--- src/rtl/avl_rr_arbiter.sv ---
// Two-requester round-robin arbiter onto a single Avalon-MM DDR3 port.
// Read tags are queued in issue order and steer avl_readdatavalid back to the issuer.
module avl_rr_arbiter #(
  parameter int ADDR_W    = 26,
  parameter int DATA_W    = 128,
  parameter int MAX_OUTST = 8
) (
  input  logic                         iCLK,
  input  logic                         iRST_n,
  input  logic                         local_init_done,

  input  logic [ADDR_W-1:0]            r0_address,
  input  logic [DATA_W-1:0]            r0_writedata,
  input  logic                         r0_read,
  input  logic                         r0_write,
  output logic                         r0_waitrequest_n,
  output logic                         r0_readdatavalid,

  input  logic [ADDR_W-1:0]            r1_address,
  input  logic [DATA_W-1:0]            r1_writedata,
  input  logic                         r1_read,
  input  logic                         r1_write,
  output logic                         r1_waitrequest_n,
  output logic                         r1_readdatavalid,

  output logic [DATA_W-1:0]            rd_data,

  output logic [ADDR_W-1:0]            avl_address,
  output logic [DATA_W-1:0]            avl_writedata,
  output logic                         avl_read,
  output logic                         avl_write,
  output logic                         avl_burstbegin,
  input  logic                         avl_waitrequest_n,
  input  logic                         avl_readdatavalid,
  input  logic [DATA_W-1:0]            avl_readdata,

  output logic [$clog2(MAX_OUTST):0]   outstanding,
  output logic                         err_underflow
);

  // state  | meaning
  // IDLE   | no owner; pick next requester (round-robin on ties)
  // GRANT0 | requester 0 drives avl_*; leave on accept or request drop
  // GRANT1 | requester 1 drives avl_*; leave on accept or request drop

  localparam int PTR_W = $clog2(MAX_OUTST);
  localparam int CNT_W = PTR_W + 1;

  typedef enum logic [1:0] {
    IDLE   = 2'd0,
    GRANT0 = 2'd1,
    GRANT1 = 2'd2
  } state_t;

  state_t             state;
  logic               last_grant;
  logic               first_cycle;

  logic               tag_mem [MAX_OUTST];
  logic [PTR_W-1:0]   wr_ptr;
  logic [PTR_W-1:0]   rd_ptr;
  logic [CNT_W-1:0]   count;

  logic               own_read;
  logic               own_write;
  logic [ADDR_W-1:0]  own_addr;
  logic [DATA_W-1:0]  own_wdata;
  logic               req0;
  logic               req1;
  logic               fifo_full;
  logic               fifo_empty;
  logic               cmd;
  logic               accept;
  logic               push;
  logic               pop;
  logic               head_tag;

  assign req0 = r0_read | r0_write;
  assign req1 = r1_read | r1_write;

  always_comb begin
    own_read  = 1'b0;
    own_write = 1'b0;
    own_addr  = '0;
    own_wdata = '0;
    case (state)
      GRANT0: begin
        own_read  = r0_read;
        own_write = r0_write;
        own_addr  = r0_address;
        own_wdata = r0_writedata;
      end
      GRANT1: begin
        own_read  = r1_read;
        own_write = r1_write;
        own_addr  = r1_address;
        own_wdata = r1_writedata;
      end
      default: ;
    endcase
  end

  assign fifo_full  = (count == CNT_W'(MAX_OUTST));
  assign fifo_empty = (count == '0);

  // Write wins over a simultaneous read; a read may only issue if a tag slot is free.
  assign avl_write      = own_write;
  assign avl_read       = own_read & ~own_write & ~fifo_full;
  assign avl_address    = own_addr;
  assign avl_writedata  = own_wdata;
  assign cmd            = avl_read | avl_write;
  assign avl_burstbegin = first_cycle & cmd;

  assign accept           = avl_waitrequest_n & cmd;
  assign r0_waitrequest_n = (state == GRANT0) & accept;
  assign r1_waitrequest_n = (state == GRANT1) & accept;

  assign push     = accept & avl_read;
  assign pop      = avl_readdatavalid & ~fifo_empty;
  assign head_tag = tag_mem[rd_ptr];

  assign r0_readdatavalid = pop & ~head_tag;
  assign r1_readdatavalid = pop &  head_tag;
  assign rd_data          = avl_readdata;
  assign outstanding      = count;

  always_ff @(posedge iCLK) begin
    if (!iRST_n) begin
      state       <= IDLE;
      last_grant  <= 1'b1;
      first_cycle <= 1'b0;
    end else begin
      first_cycle <= 1'b0;
      case (state)
        IDLE: begin
          if (local_init_done && (req0 || req1)) begin
            first_cycle <= 1'b1;
            if (req0 && (!req1 || last_grant)) state <= GRANT0;
            else                               state <= GRANT1;
          end
        end
        GRANT0, GRANT1: begin
          if (accept) begin
            last_grant <= (state == GRANT1);
            state      <= IDLE;
          end else if (!own_read && !own_write) begin
            // Requester abandoned its request; round-robin history is kept as is.
            state <= IDLE;
          end
        end
        default: state <= IDLE;
      endcase
    end
  end

  always_ff @(posedge iCLK) begin
    if (!iRST_n) begin
      wr_ptr        <= '0;
      rd_ptr        <= '0;
      count         <= '0;
      err_underflow <= 1'b0;
    end else begin
      if (push) wr_ptr <= wr_ptr + 1'b1;
      if (pop)  rd_ptr <= rd_ptr + 1'b1;
      case ({push, pop})
        2'b10:   count <= count + 1'b1;
        2'b01:   count <= count - 1'b1;
        default: ;
      endcase
      if (avl_readdatavalid && fifo_empty) err_underflow <= 1'b1;
    end
  end

  always_ff @(posedge iCLK) begin
    if (push) tag_mem[wr_ptr] <= (state == GRANT1);
  end

endmodule

--- config.mk ---
export PLATFORM = sky130hd
export DESIGN_NAME = avl_rr_arbiter
export DESIGN_NICKNAME = d
export VERILOG_FILES = /design/src/rtl/avl_rr_arbiter.sv
export SDC_FILE = /design/constraint.sdc
export NUM_CORES = 1
export LEC_CHECK = 0
export CAP_MARGIN = 20
export CORE_AREA = 2 2 288 290
export DETAILED_ROUTE_END_ITERATION = 8
export DIE_AREA = 0 0 290 292
export GPL_TIMING_DRIVEN = 0
export PLACE_DENSITY_LB_ADDON = 0.05
export SLEW_MARGIN = 25
export SYNTH_ARGS = -nofsm -noshare
export SYNTH_HDL_FRONTEND = slang
export SYNTH_SLANG_ARGS = --single-unit
--- constraint.sdc ---
create_clock -name iCLK -period 8.2 [get_ports iCLK]
set_input_delay 2.05 -clock iCLK [delete_from_list [all_inputs] [get_ports iCLK]]
set_output_delay 2.05 -clock iCLK [all_outputs]
set_load 0.01 [all_outputs]
==> impl_summary.txt, run 1 <==
----------------------------------------------------
[Synth]
  Count of flip-flops with a built-in enable after synthesis ... 8
  Synthesized instance count ... 618
  Total of warnings raised by yosys ... 0
  Simple-gate area share of the yosys netlist ... 27.4%
  Yosys top cell by area ... a22oi_1
  Leading cell type by number of instances after synthesis ... a22oi_1
  Top cell type's share of synthesized area ... 25.4%
  Post-synthesis instance area ... 4610 sq um
  Distinct cell type count of the synthesized netlist ... 40
  Combinational family with the most area after synthesis ... compound AO/OA/AOI/OAI gates
  Ranking of synthesized cells by instance count ... 156 x a22oi_1, 155 x nor2b_1, 128 x buf_4, 51 x clkbuf_1, 18 x dfxtp_1
  Async S/R FF share, synth ... 0%
  Adder-cell share of the synthesized area ... under 10%
  Multiplexer fraction of the synthesized cell area ... 2.50%
  Synth Area per Inst ... 7.45 sq um
  Xor/xnor cell area share of the yosys netlist ... 1.14%
  Post-Synthesis Net Count ... between 1k and 1.5k
  Main area contributors after synthesis ... a22oi_1 25%, nor2b_1 21%, buf_4 21%
  Number of synthesized register bits ... 26
  Seq/Total Area, Yosys ... a little over an eighth
  Main synth FF type ... dfxtp_1
  Compound-gate portion of the synthesized area ... 27.8%

[Power]
  Clock network fraction of design power ... roughly an eighth
  Proportion of total power due to net switching ... 40.3%
  Static Leak ... 3.96 nW
  Part of the power in registers ... 11.8%
  Power Dens Cells ... 99.6 nW/um^2
  Sw power ... 488 uW
  Gate power share ... between 70% and 80%
  Post-route total power ... ~1.2 mW
  Internal power contribution ... 725 uW
  VDD IR max ... 0.0000489 V

[Route]
  Via-per-instance ratio ... 2.97
  Iteration count of the initial detailed-routing pass ... 4
  Total number of vias ... 6855
  Routed Wire Length ... 48500 microns
  Residual DRC count ... 0
  Average wire per cell in the routed design ... 21.0 microns
  Final ANT Viol Nets ... 0
  Initial detailed-routing violation count ... just over 200

[Clock network]
  TritonCTS clock tree ... built
  Count of H-tree levels built during CTS ... 1
  Clock transition at the registers of the reported paths ... ~0.07 ns
  PostCTS Resize Cnt ... 0
  Post-cts hold buffer count ... 0
  Setup Fix Bufs, Post-CTS ... 0
  Clock insertion delay at the later pin of the skew report ... 0.27 ns
  Num CTS Buffers ... 3
  Number of clock sinks ... 26
  Buffers from clock root to sink, at most ... 2
  Clock tree root driver cell ... clkbuf_16

[Placement]
  # port buffers ... ~610
  Global placer's final weighted congestion ... 0.740
  Dpl hpwl ... 43300 microns
  Placement Setup Slack ... 2.22 ns

[STA]
  Setup repair after global routing missed its margin ... false
  Final worst path period need ... 5.99 ns
  Hold Vio Cnt, Final ... 0
  Pins over their slew limit ... 0
  Hold Worst Slack ... between 0.4 and 0.5 ns
  Setup Viol. Count Final ... 0
  Final setup TNS ... 0 ns
  Final Worst Setup Slack ... approximately 2.2 ns
  F_max ... approximately 170 MHz
  Slew at the pin closest to its max-slew limit ... 0.988 ns
  Final critical-path share of the clock period ... between 70% and 80%
  Max-slew headroom ... 34.1%
  Clock skew ... 0.00396 ns

[Cells and area]
  Layout cell share with drive strength beyond 1 ... 11.6%
  Post-layout net count ... 1686
  Util after Layout ... 14.9%
  Number of inserted filler cells in the final layout ... 9279
  Area growth from synthesis to layout ... 164%

[Setup path]
  Critical Path Most Common Cell ... clkdlybuf4s50_1
  Endpoint class of the critical path ... output pin
  Required time of the critical path ... ~6.2 ns
  Sequence of cells on the critical path ... clkdlybuf4s50_1, a22o_1, nor3_1, o211a_1, clkdlybuf4s50_1
  Critical Path Fanout Max ... 4
  Kind of critical path ... primary input to output pin
  Slowest stage cell, crit path ... clkdlybuf4s50_1
  Data arrival time at the worst-slack endpoint ... 3.94 ns
  Crit path largest cell delay ... ~0.56 ns
  Register-to-Register Setup Slack ... 4.92 ns
  Startpoint type of the worst setup path ... primary input

[Global routing]
  Antenna violations before repair ... 17
  Vias in the first global route ... 7446
  Overall overflow remaining after global route ... 0
  GRT Util Overall ... 10.8%
  Largest net degree at the start of global routing ... 16
  Global-route wire length before repair ... 64200 microns

[Worst hold path]
  Type of the most critical hold path ... flip-flop to flip-flop

[Flow run]
  Max-cap violation count ... 0

[Floorplan]
  CORE AREA ... 81600 sq um
  Die boundary height ... roughly 290 microns
  Initial Util ... 5.65%
  Total number of placement rows ... roughly 110
  Die width ... 290 microns
  Number of ports placed on the die boundary ... around 740
  Area enclosed by the die boundary ... 84700 sq um

[Status]
  Run status ... complete, no violations

----------------------------------------------------
power groups by stage:
stage	sequential, mW	clock [mW]	combinational, mW
after global routing	0.143	0.155	1.01
final	0.143	0.145	0.926
after floorplan	0.145	0	0.401
after CTS	0.143	0.151	0.966
after global placement	0.146	0	0.969
after detailed placement	0.145	0	0.961
layer usage:
layer	global-route usage, %	vias up	part of all wire, %
met3	4.16	23	8.5
li1	-	3292	-
met1	10.5	3237	34
met5	0	-	0.17
met4	1.33	12	0.47
met2	21.9	291	57
final timing paths:
path,startpoint,endpoint,depth (start not counted)
max,r1_write,avl_burstbegin,5
min reg2reg,last_grant,last_grant,1
min,last_grant,last_grant,1
max reg2reg,state[0],outstanding[2],12
layout by cell type, fill, tap and decap left out, types with 2 or more instances in the layout:
cell type / synthesis / layout
and2_1: 3 / 3
clkbuf_2: 0 / 3
xnor2_1: 2 / 2
nor3_1: 3 / 3
xor2_1: 4 / 4
dfxtp_1: 18 / 18
clkbuf_16: 0 / 3
nor2b_1: 155 / 155
a21oi_1: 5 / 5
buf_6: 1 / 2
edfxtp_1: 8 / 8
nand2_1: 14 / 14
buf_1: 2 / 2
mux4_2: 2 / 2
ha_1: 8 / 8
clkdlybuf4s50_1: 0 / 609
a22oi_1: 156 / 156
inv_1: 5 / 5
buf_4: 128 / 128
nor2_1: 17 / 17
and3_1: 2 / 2
clkbuf_1: 51 / 48
mux2i_1: 7 / 7
o21ai_0: 3 / 3
diode_2: 0 / 8
nand2b_1: 6 / 6
through the flow:
step	instance area [sq um]	instances
floorplan	4610	618
finish	12200	2310
CTS	12200	2302
global route	12200	2307
global placement	12000	2297
detailed placement	12100	2298
worst max-delay path, delay by kind of cell:
| family | cells | cell delay [ns] |
|---|---|---|
| AO/OA/AOI/OAI | 2 | 0.54 |
| buffers and inverters | 2 | 1.05 |
| AND/OR/NAND/NOR | 1 | 0.30 |
cell families after synthesis:
kind of cell | count (synthesis)
buf+inv | 188
xor+xnor | 6
flops | 26
compound gates | 172
fa+ha+maj | 8
simple gates | 209
mux | 9
layout make-up:
type | count | area [sq um] | share of cell area, %
repair buffers | 610 | 6110 | 50.1
multi-input cells | 404 | 2810 | 23.1
well taps | 1070 | 1340 | 11.0
plain buffers | 182 | 1170 | 9.65
flip-flops and latches | 26 | 601 | 4.93
clock buffers | 3 | 75.1 | 0.616
clock inverters | 1 | 30.0 | 0.247
inverters | 6 | 22.5 | 0.185
diodes | 8 | 20.0 | 0.164
Note: power is estimated with default switching activity, not from simulation.
==> run 2, diff against run 1 <==
--- a/config.mk
+++ b/config.mk
@@ -6,9 +6,9 @@
 export NUM_CORES = 1
 export LEC_CHECK = 0
 export CAP_MARGIN = 20
-export CORE_AREA = 2 2 288 290
+export CORE_AREA = 2 2 291 293
 export DETAILED_ROUTE_END_ITERATION = 8
-export DIE_AREA = 0 0 290 292
+export DIE_AREA = 0 0 293 295
 export GPL_TIMING_DRIVEN = 0
 export PLACE_DENSITY_LB_ADDON = 0.05
 export SLEW_MARGIN = 25
==> constraint.sdc (replaced) <==
create_clock -name iCLK -period 5.9 [get_ports iCLK]
set_input_delay 1.475 -clock iCLK [delete_from_list [all_inputs] [get_ports iCLK]]
set_output_delay 1.475 -clock iCLK [all_outputs]
set_load 0.01 [all_outputs]
==> run 2 against run 1 <==
Net effect: non-clock buffer count is 1 lower; first-iteration DRC count is 7.3% lower; global-route usage is 0.19 points lower; critical path type is now flip-flop to output pin; critical endpoint is now avl_address[22]; highest routed layer unchanged.
==> impl_summary.txt, run 2 (same netlist as run 1, synthesis figures left out) <==
----------------------------------------------------
[Status]
  Run status ... complete, no violations

[Placement]
  # port buffers ... 609 (unchanged)
  Dpl hpwl ... 44100 microns (+1.8%)
  Total placed cells including tap cells ... 2307 (+0.39%)
  Cell area after placement ... 12100 sq um (about the same)
  Global placer's final weighted congestion ... 0.755 (+2.0%)

[STA]
  Clock skew ... 0.00415 ns (+0.000192 ns)
  F_max ... 196 MHz
  Final worst path period need ... a little over 5 ns
  Hold Vio Cnt, Final ... 0 (unchanged)
  Final critical-path share of the clock period ... 86.5%
  Setup Viol. Count Final ... 0 (unchanged)
  Hold Worst Slack ... 0.471 ns (+0.000556 ns)
  Slew at the pin closest to its max-slew limit ... 0.954 ns (-0.0345 ns)
  Pins over their slew limit ... 0 (unchanged)
  Setup repair after global routing missed its margin ... false
  Max-slew headroom ... 36.4% (+2.3 points)
  Final setup TNS ... 0 ns (unchanged)

[Route]
  Residual DRC count ... 0 (unchanged)
  Routed Wire Length ... 49300 microns (+1.7%)
  Average wire per cell in the routed design ... 21.3 microns (+1.5%)
  Initial detailed-routing violation count ... 190 (-7.3%)
  Final ANT Viol Nets ... 0 (unchanged)
  Total number of vias ... 6941 (+1.3%)
  Iteration count of the initial detailed-routing pass ... 4 (unchanged)
  Via-per-instance ratio ... 3.00 (+1.1%)

[Cells and area]
  Number of inserted filler cells in the final layout ... 9477 (+2.1%)
  Layout cell share with drive strength beyond 1 ... 11.5% (-0.15 points)
  Area of combinational cells with multiple inputs ... 2810 sq um (unchanged)
  Area taken by flip-flops and latches ... 601 sq um (unchanged)
  Non-filler instance count after layout ... 2314 (+0.17%)
  Post-layout net count ... 1685 (-0.059%)
  Area growth from synthesis to layout ... 164%
  Top library cells by usage in the layout, fill and taps aside ... 609 x clkdlybuf4s50_1, 156 x a22oi_1, 155 x nor2b_1
  Commonest non-fill, non-tap cell in the layout ... clkdlybuf4s50_1
  Cell area after layout ... 12200 sq um (-0.10%)

[Floorplan]
  Number of ports placed on the die boundary ... 739 (unchanged)
  CORE AREA ... 83200 sq um (+1.9%)
  Total number of placement rows ... 106 (+0.95%)
  Initial Util ... 5.54% (-0.11 points)
  Area enclosed by the die boundary ... 86400 sq um (+2.1%)
  Die width ... 293 microns (+1.0%)
  Die boundary height ... 295 microns (+1.0%)

[Setup path]
  Required time of the critical path ... 4.43 ns (-1.72 ns)
  Critical Path Fanout Max ... 13 (+9)
  Kind of critical path ... flip-flop to output pin
  Data arrival time at the worst-slack endpoint ... 3.63 ns (-0.31 ns)
  Endpoint class of the critical path ... output pin
  Startpoint type of the worst setup path ... flip-flop

[Power]
  Power Dens Cells ... 139 nW/um^2 (+39%)
  Proportion of total power due to net switching ... 40.3% (+0.096 points)
  Static Leak ... 3.95 nW (-0.24%)
  Gate power share ... 76.1% (-0.2 points)
  VDD IR max ... 0.0000786 V (+61%)
  Sw power ... 680 uW (+39%)
  Part of the power in registers ... 11.7% (about the same)
  Clock network fraction of design power ... 12.2% (+0.3 points)
  Post-route total power ... 1.69 mW (+39%)
  Internal power contribution ... 1.01 mW (+39%)

[Global routing]
  Largest net degree at the start of global routing ... 16 (unchanged)
  Vias in the first global route ... 7381 (-0.87%)
  Overall overflow remaining after global route ... 0 (unchanged)
  Global-route wire length before repair ... 63800 microns (-0.57%)
  Antenna violations before repair ... 19 (+2)
  GRT Util Overall ... 10.7% (-0.19 points)

[Clock network]
  Number of clock sinks ... 26 (unchanged)
  TritonCTS clock tree ... built
  Clock tree root driver cell ... clkbuf_16
  PostCTS Resize Cnt ... 0 (unchanged)
  Clock transition at the registers of the reported paths ... 0.07 ns (about the same)
  Count of H-tree levels built during CTS ... 1 (unchanged)
  Num CTS Buffers ... 3 (unchanged)
  Clock insertion delay at the later pin of the skew report ... 0.27 ns (about the same)
  Buffers from clock root to sink, at most ... 2 (unchanged)
  Post-cts hold buffer count ... 0 (unchanged)
  Setup Fix Bufs, Post-CTS ... 0 (unchanged)

[Flow run]
  Max-cap violation count ... 0 (unchanged)

[Worst hold path]
  Type of the most critical hold path ... flip-flop to flip-flop

----------------------------------------------------
run 2: final cells by class:
class,instances,share of cell area [%]
Multi-Input combinational cell,404,23.1
Sequential cell,26,4.94
Clock buffer,3,0.617
Tap cell,1080,11.1
Antenna cell,3,0.0617
Inverter,6,0.185
Clock inverter,1,0.247
Buffer,182,9.65
Timing Repair Buffer,609,50.1
run 2: per-stage QoR:
stage               setup WS, ns  utilization, %
CTS                        0.348            14.6
global placement           0.676            14.5
floorplan                   2.21               -
global route               0.217            14.6
finish                     0.795            14.6
detailed placement         0.651            14.5
run 2: power by group through the flow:
stage          Combinational [mW]  Sequential [mW]  Clock [mW]
3_5_place_dp                 1.34            0.202           0
4_1_cts                      1.35            0.198       0.217
5_1_grt                      1.41            0.199       0.222
6_report                     1.28            0.198       0.205
2_1_floorplan               0.557            0.201           0
3_3_place_gp                 1.35            0.202           0
run 2: per-layer routing:
| metal | track usage [%] | part of all wire [%] |
|---|---|---|
| met1 | 10.2 | 33 |
| met2 | 22.1 | 58 |
| met3 | 4.19 | 8.9 |
| met4 | 0.488 | 0.48 |
| met5 | 0 | 0.29 |
run 2: worst max-delay path: stages, from the launching register on:
cell             delay (ns)
dfxtp_1                0.33
inv_1                  0.08
ha_1                   0.49
clkbuf_1               0.65
clkbuf_1               0.64
a22oi_1                0.35
nor2b_1                0.18
clkdlybuf4s50_1        0.62
run 2: path summary, 6_finish.rpt:
kind | from | endpoint | slack, ns | cells after the start
hold reg to reg | last_grant | last_grant | 0.47 | 1
setup reg to reg | state[0] | outstanding[2] | 2.63 | 12
hold / removal | last_grant | last_grant | 0.47 | 1
setup / recovery | state[0] | avl_address[22] | 0.80 | 7
==> run 3, diff against run 2 <==
--- a/config.mk
+++ b/config.mk
@@ -11,6 +11,7 @@
 export DIE_AREA = 0 0 293 295
 export GPL_TIMING_DRIVEN = 0
 export PLACE_DENSITY_LB_ADDON = 0.05
+export SETUP_SLACK_MARGIN = 0.3
 export SLEW_MARGIN = 25
 export SYNTH_ARGS = -nofsm -noshare
 export SYNTH_HDL_FRONTEND = slang
==> run 3 against run 2 <==
Net effect: critical path depth unchanged; total power about the same; register-to-register slack about the same; clock-buffer cell count did not move; sequential share of layout area about the same; critical endpoint unchanged.
==> impl_summary.txt, run 3 (same netlist as run 1, synthesis figures left out) <==
----------------------------------------------------
[STA]
  Max-slew headroom ... 35.9% (-0.56 points)
  Final worst path period need ... 4.90 ns (-0.209 ns)
  Final setup TNS ... 0 ns (unchanged)
  Clock skew ... 0.00341 ns (-0.000740 ns)
  Pins over their slew limit ... 0 (unchanged)
  Setup repair after global routing missed its margin ... false
  Setup Viol. Count Final ... 0 (unchanged)
  Slew at the pin closest to its max-slew limit ... 0.962 ns (+0.00846 ns)
  Hold Worst Slack ... 0.471 ns (-0.0000630 ns)
  Final critical-path share of the clock period ... 83.0% (-3.5 points)
  F_max ... 204 MHz (+4.3%)
  Hold Vio Cnt, Final ... 0 (unchanged)

[Global routing]
  Largest net degree at the start of global routing ... 16 (unchanged)
  Antenna violations before repair ... 19 (unchanged)
  Vias in the first global route ... 7381 (unchanged)
  Overall overflow remaining after global route ... 0 (unchanged)
  GRT Util Overall ... 10.7% (unchanged)
  Global-route wire length before repair ... 63800 microns (unchanged)

[Cells and area]
  Cell area after layout ... 12200 sq um (about the same)
  Top library cells by usage in the layout, fill and taps aside ... 609 x clkdlybuf4s50_1, 156 x a22oi_1, 155 x nor2b_1
  Commonest non-fill, non-tap cell in the layout ... clkdlybuf4s50_1
  Layout cell share with drive strength beyond 1 ... 11.5% (+0.081 points)
  Area growth from synthesis to layout ... 164% (about the same)
  Post-layout net count ... 1685 (unchanged)

[Route]
  Average wire per cell in the routed design ... 21.3 microns (about the same)
  Final ANT Viol Nets ... 0 (unchanged)
  Routed Wire Length ... 49300 microns (about the same)
  Total number of vias ... 6937 (-0.058%)
  Residual DRC count ... 0 (unchanged)
  Via-per-instance ratio ... 3.00 (about the same)
  Initial detailed-routing violation count ... 195 (+2.6%)
  Iteration count of the initial detailed-routing pass ... 4 (unchanged)

[Floorplan]
  Number of ports placed on the die boundary ... 739 (unchanged)
  Die boundary height ... 295 microns (unchanged)
  Total number of placement rows ... 106 (unchanged)
  Initial Util ... 5.54% (unchanged)
  Area enclosed by the die boundary ... 86400 sq um (unchanged)
  Die width ... 293 microns (unchanged)
  CORE AREA ... 83200 sq um (unchanged)

[Placement]
  Cell area after placement ... 12100 sq um (unchanged)
  # port buffers ... 609 (unchanged)
  Global placer's final weighted congestion ... 0.755 (unchanged)
  Dpl hpwl ... 44100 microns (unchanged)

[Clock network]
  Setup Fix Bufs, Post-CTS ... 0 (unchanged)
  TritonCTS clock tree ... built
  Num CTS Buffers ... 3 (unchanged)
  Count of H-tree levels built during CTS ... 1 (unchanged)
  Clock transition at the registers of the reported paths ... 0.07 ns (about the same)
  Clock insertion delay at the later pin of the skew report ... 0.26 ns (about the same)
  Clock tree root driver cell ... clkbuf_16
  Buffers from clock root to sink, at most ... 2 (unchanged)
  Number of clock sinks ... 26 (unchanged)

[Status]
  Run status ... complete, no violations

[Worst hold path]
  Type of the most critical hold path ... flip-flop to flip-flop
  Hold-critical path depth ... 1 (unchanged)
  Sink of the worst hold path ... last_grant
  Min-delay src ... last_grant

[Setup path]
  Kind of critical path ... flip-flop to output pin
  R2r startpoint ... state[0]
  Number of cells traversed by the worst register-to-register path ... 12 (unchanged)
  Endpoint class of the critical path ... output pin
  Required time of the critical path ... 4.43 ns (about the same)
  Slowest stage cell, crit path ... clkdlybuf4s15_1
  Startpoint type of the worst setup path ... flip-flop
  Crit path largest cell delay ... 0.67 ns (+0.02 ns)
  Sequence of cells on the critical path ... inv_1, ha_1, clkbuf_2, clkdlybuf4s15_1, a22oi_1, nor2b_1, clkdlybuf4s50_1
  Data arrival time at the worst-slack endpoint ... 3.42 ns (-0.21 ns)
  Critical Path Fanout Max ... 13 (unchanged)
  R2R Path End ... outstanding[2]
  Critical Path Source ... state[0]
  Register-to-Register Setup Slack ... 2.63 ns (about the same)

[Power]
  Static Leak ... 3.96 nW (+0.17%)
  Power Dens Cells ... 139 nW/um^2 (about the same)
  VDD IR max ... 0.0000784 V (-0.24%)

[Flow run]
  Max-cap violation count ... 0 (unchanged)

----------------------------------------------------
run 3: cell types whose count changed in the layout (fill, tap and decap cells not counted), sizes merged:
cell,before,now
clkbuf,54,53
clkdlybuf4s15,0,1
run 3: worst max-delay path, delay by kind of cell (launching register included):
family / cells / cell delay, ns
fa+ha+maj: 1 / 0.49
buf+inv: 4 / 1.80
simple gates: 1 / 0.18
compound gates: 1 / 0.33
flops: 1 / 0.33
run 3: power by group:
group | total [mW] | internal [mW] | leakage [nW] | switching, mW
Sequential | 0.198 | 0.191 | 0.222 | 0.00627
Combinational | 1.28 | 0.680 | 3.68 | 0.604
Clock | 0.204 | 0.135 | 0.0511 | 0.0692
Total | 1.69 | 1.01 | 3.96 | 0.680
run 3: layer usage:
metal	up-vias	wire, microns	GRT usage [%]
met5	-	142	0
met4	24	236	0.488
met3	32	4410	4.19
met2	300	28500	22.1
met1	3297	16100	10.2
li1	3284	-	-
run 3: how the worst max path moves through the flow:
| stage | end | slack [ns] | depth (start not counted) |
|---|---|---|---|
| 2_1_floorplan | r1_waitrequest_n | 2.21 | 3 |
| 3_3_place_gp | avl_address[22] | 0.68 | 7 |
| 3_5_place_dp | avl_writedata[124] | 0.65 | 7 |
| 4_1_cts | avl_address[22] | 0.35 | 7 |
| 5_1_grt | avl_address[22] | 0.53 | 7 |
| 6_report | avl_address[22] | 1.00 | 7 |
run 3: cell type report:
| type | count | area, sq um |
|---|---|---|
| plain buffers | 182 | 1180 |
| diodes | 3 | 7.51 |
| multi-input cells | 404 | 2810 |
| clock buffers | 3 | 75.1 |
| well taps | 1080 | 1350 |
| clock inverters | 1 | 30.0 |
| flip-flops and latches | 26 | 601 |
| fillers | 9474 | 71000 |
| inverters | 6 | 22.5 |
| repair buffers | 609 | 6100 |
run 3: timing repair:
item,4_1_cts,5_1_grt
hold buffers,0,0
gates resized for setup,0,5
setup endpoints to repair,0,3
endpoints found under the hold margin,0,0
run 3: metrics by stage:
step | power (mW) | utilization [%] | setup slack, ns | cells
after floorplan | 0.758 | - | 2.21 | 618
after global placement | 1.55 | 14.5 | 0.676 | 2307
after detailed placement | 1.54 | 14.5 | 0.651 | 2307
after CTS | 1.76 | 14.6 | 0.348 | 2311
after global routing | 1.83 | 14.6 | 0.531 | 2312
final | 1.69 | 14.6 | 1.00 | 2314
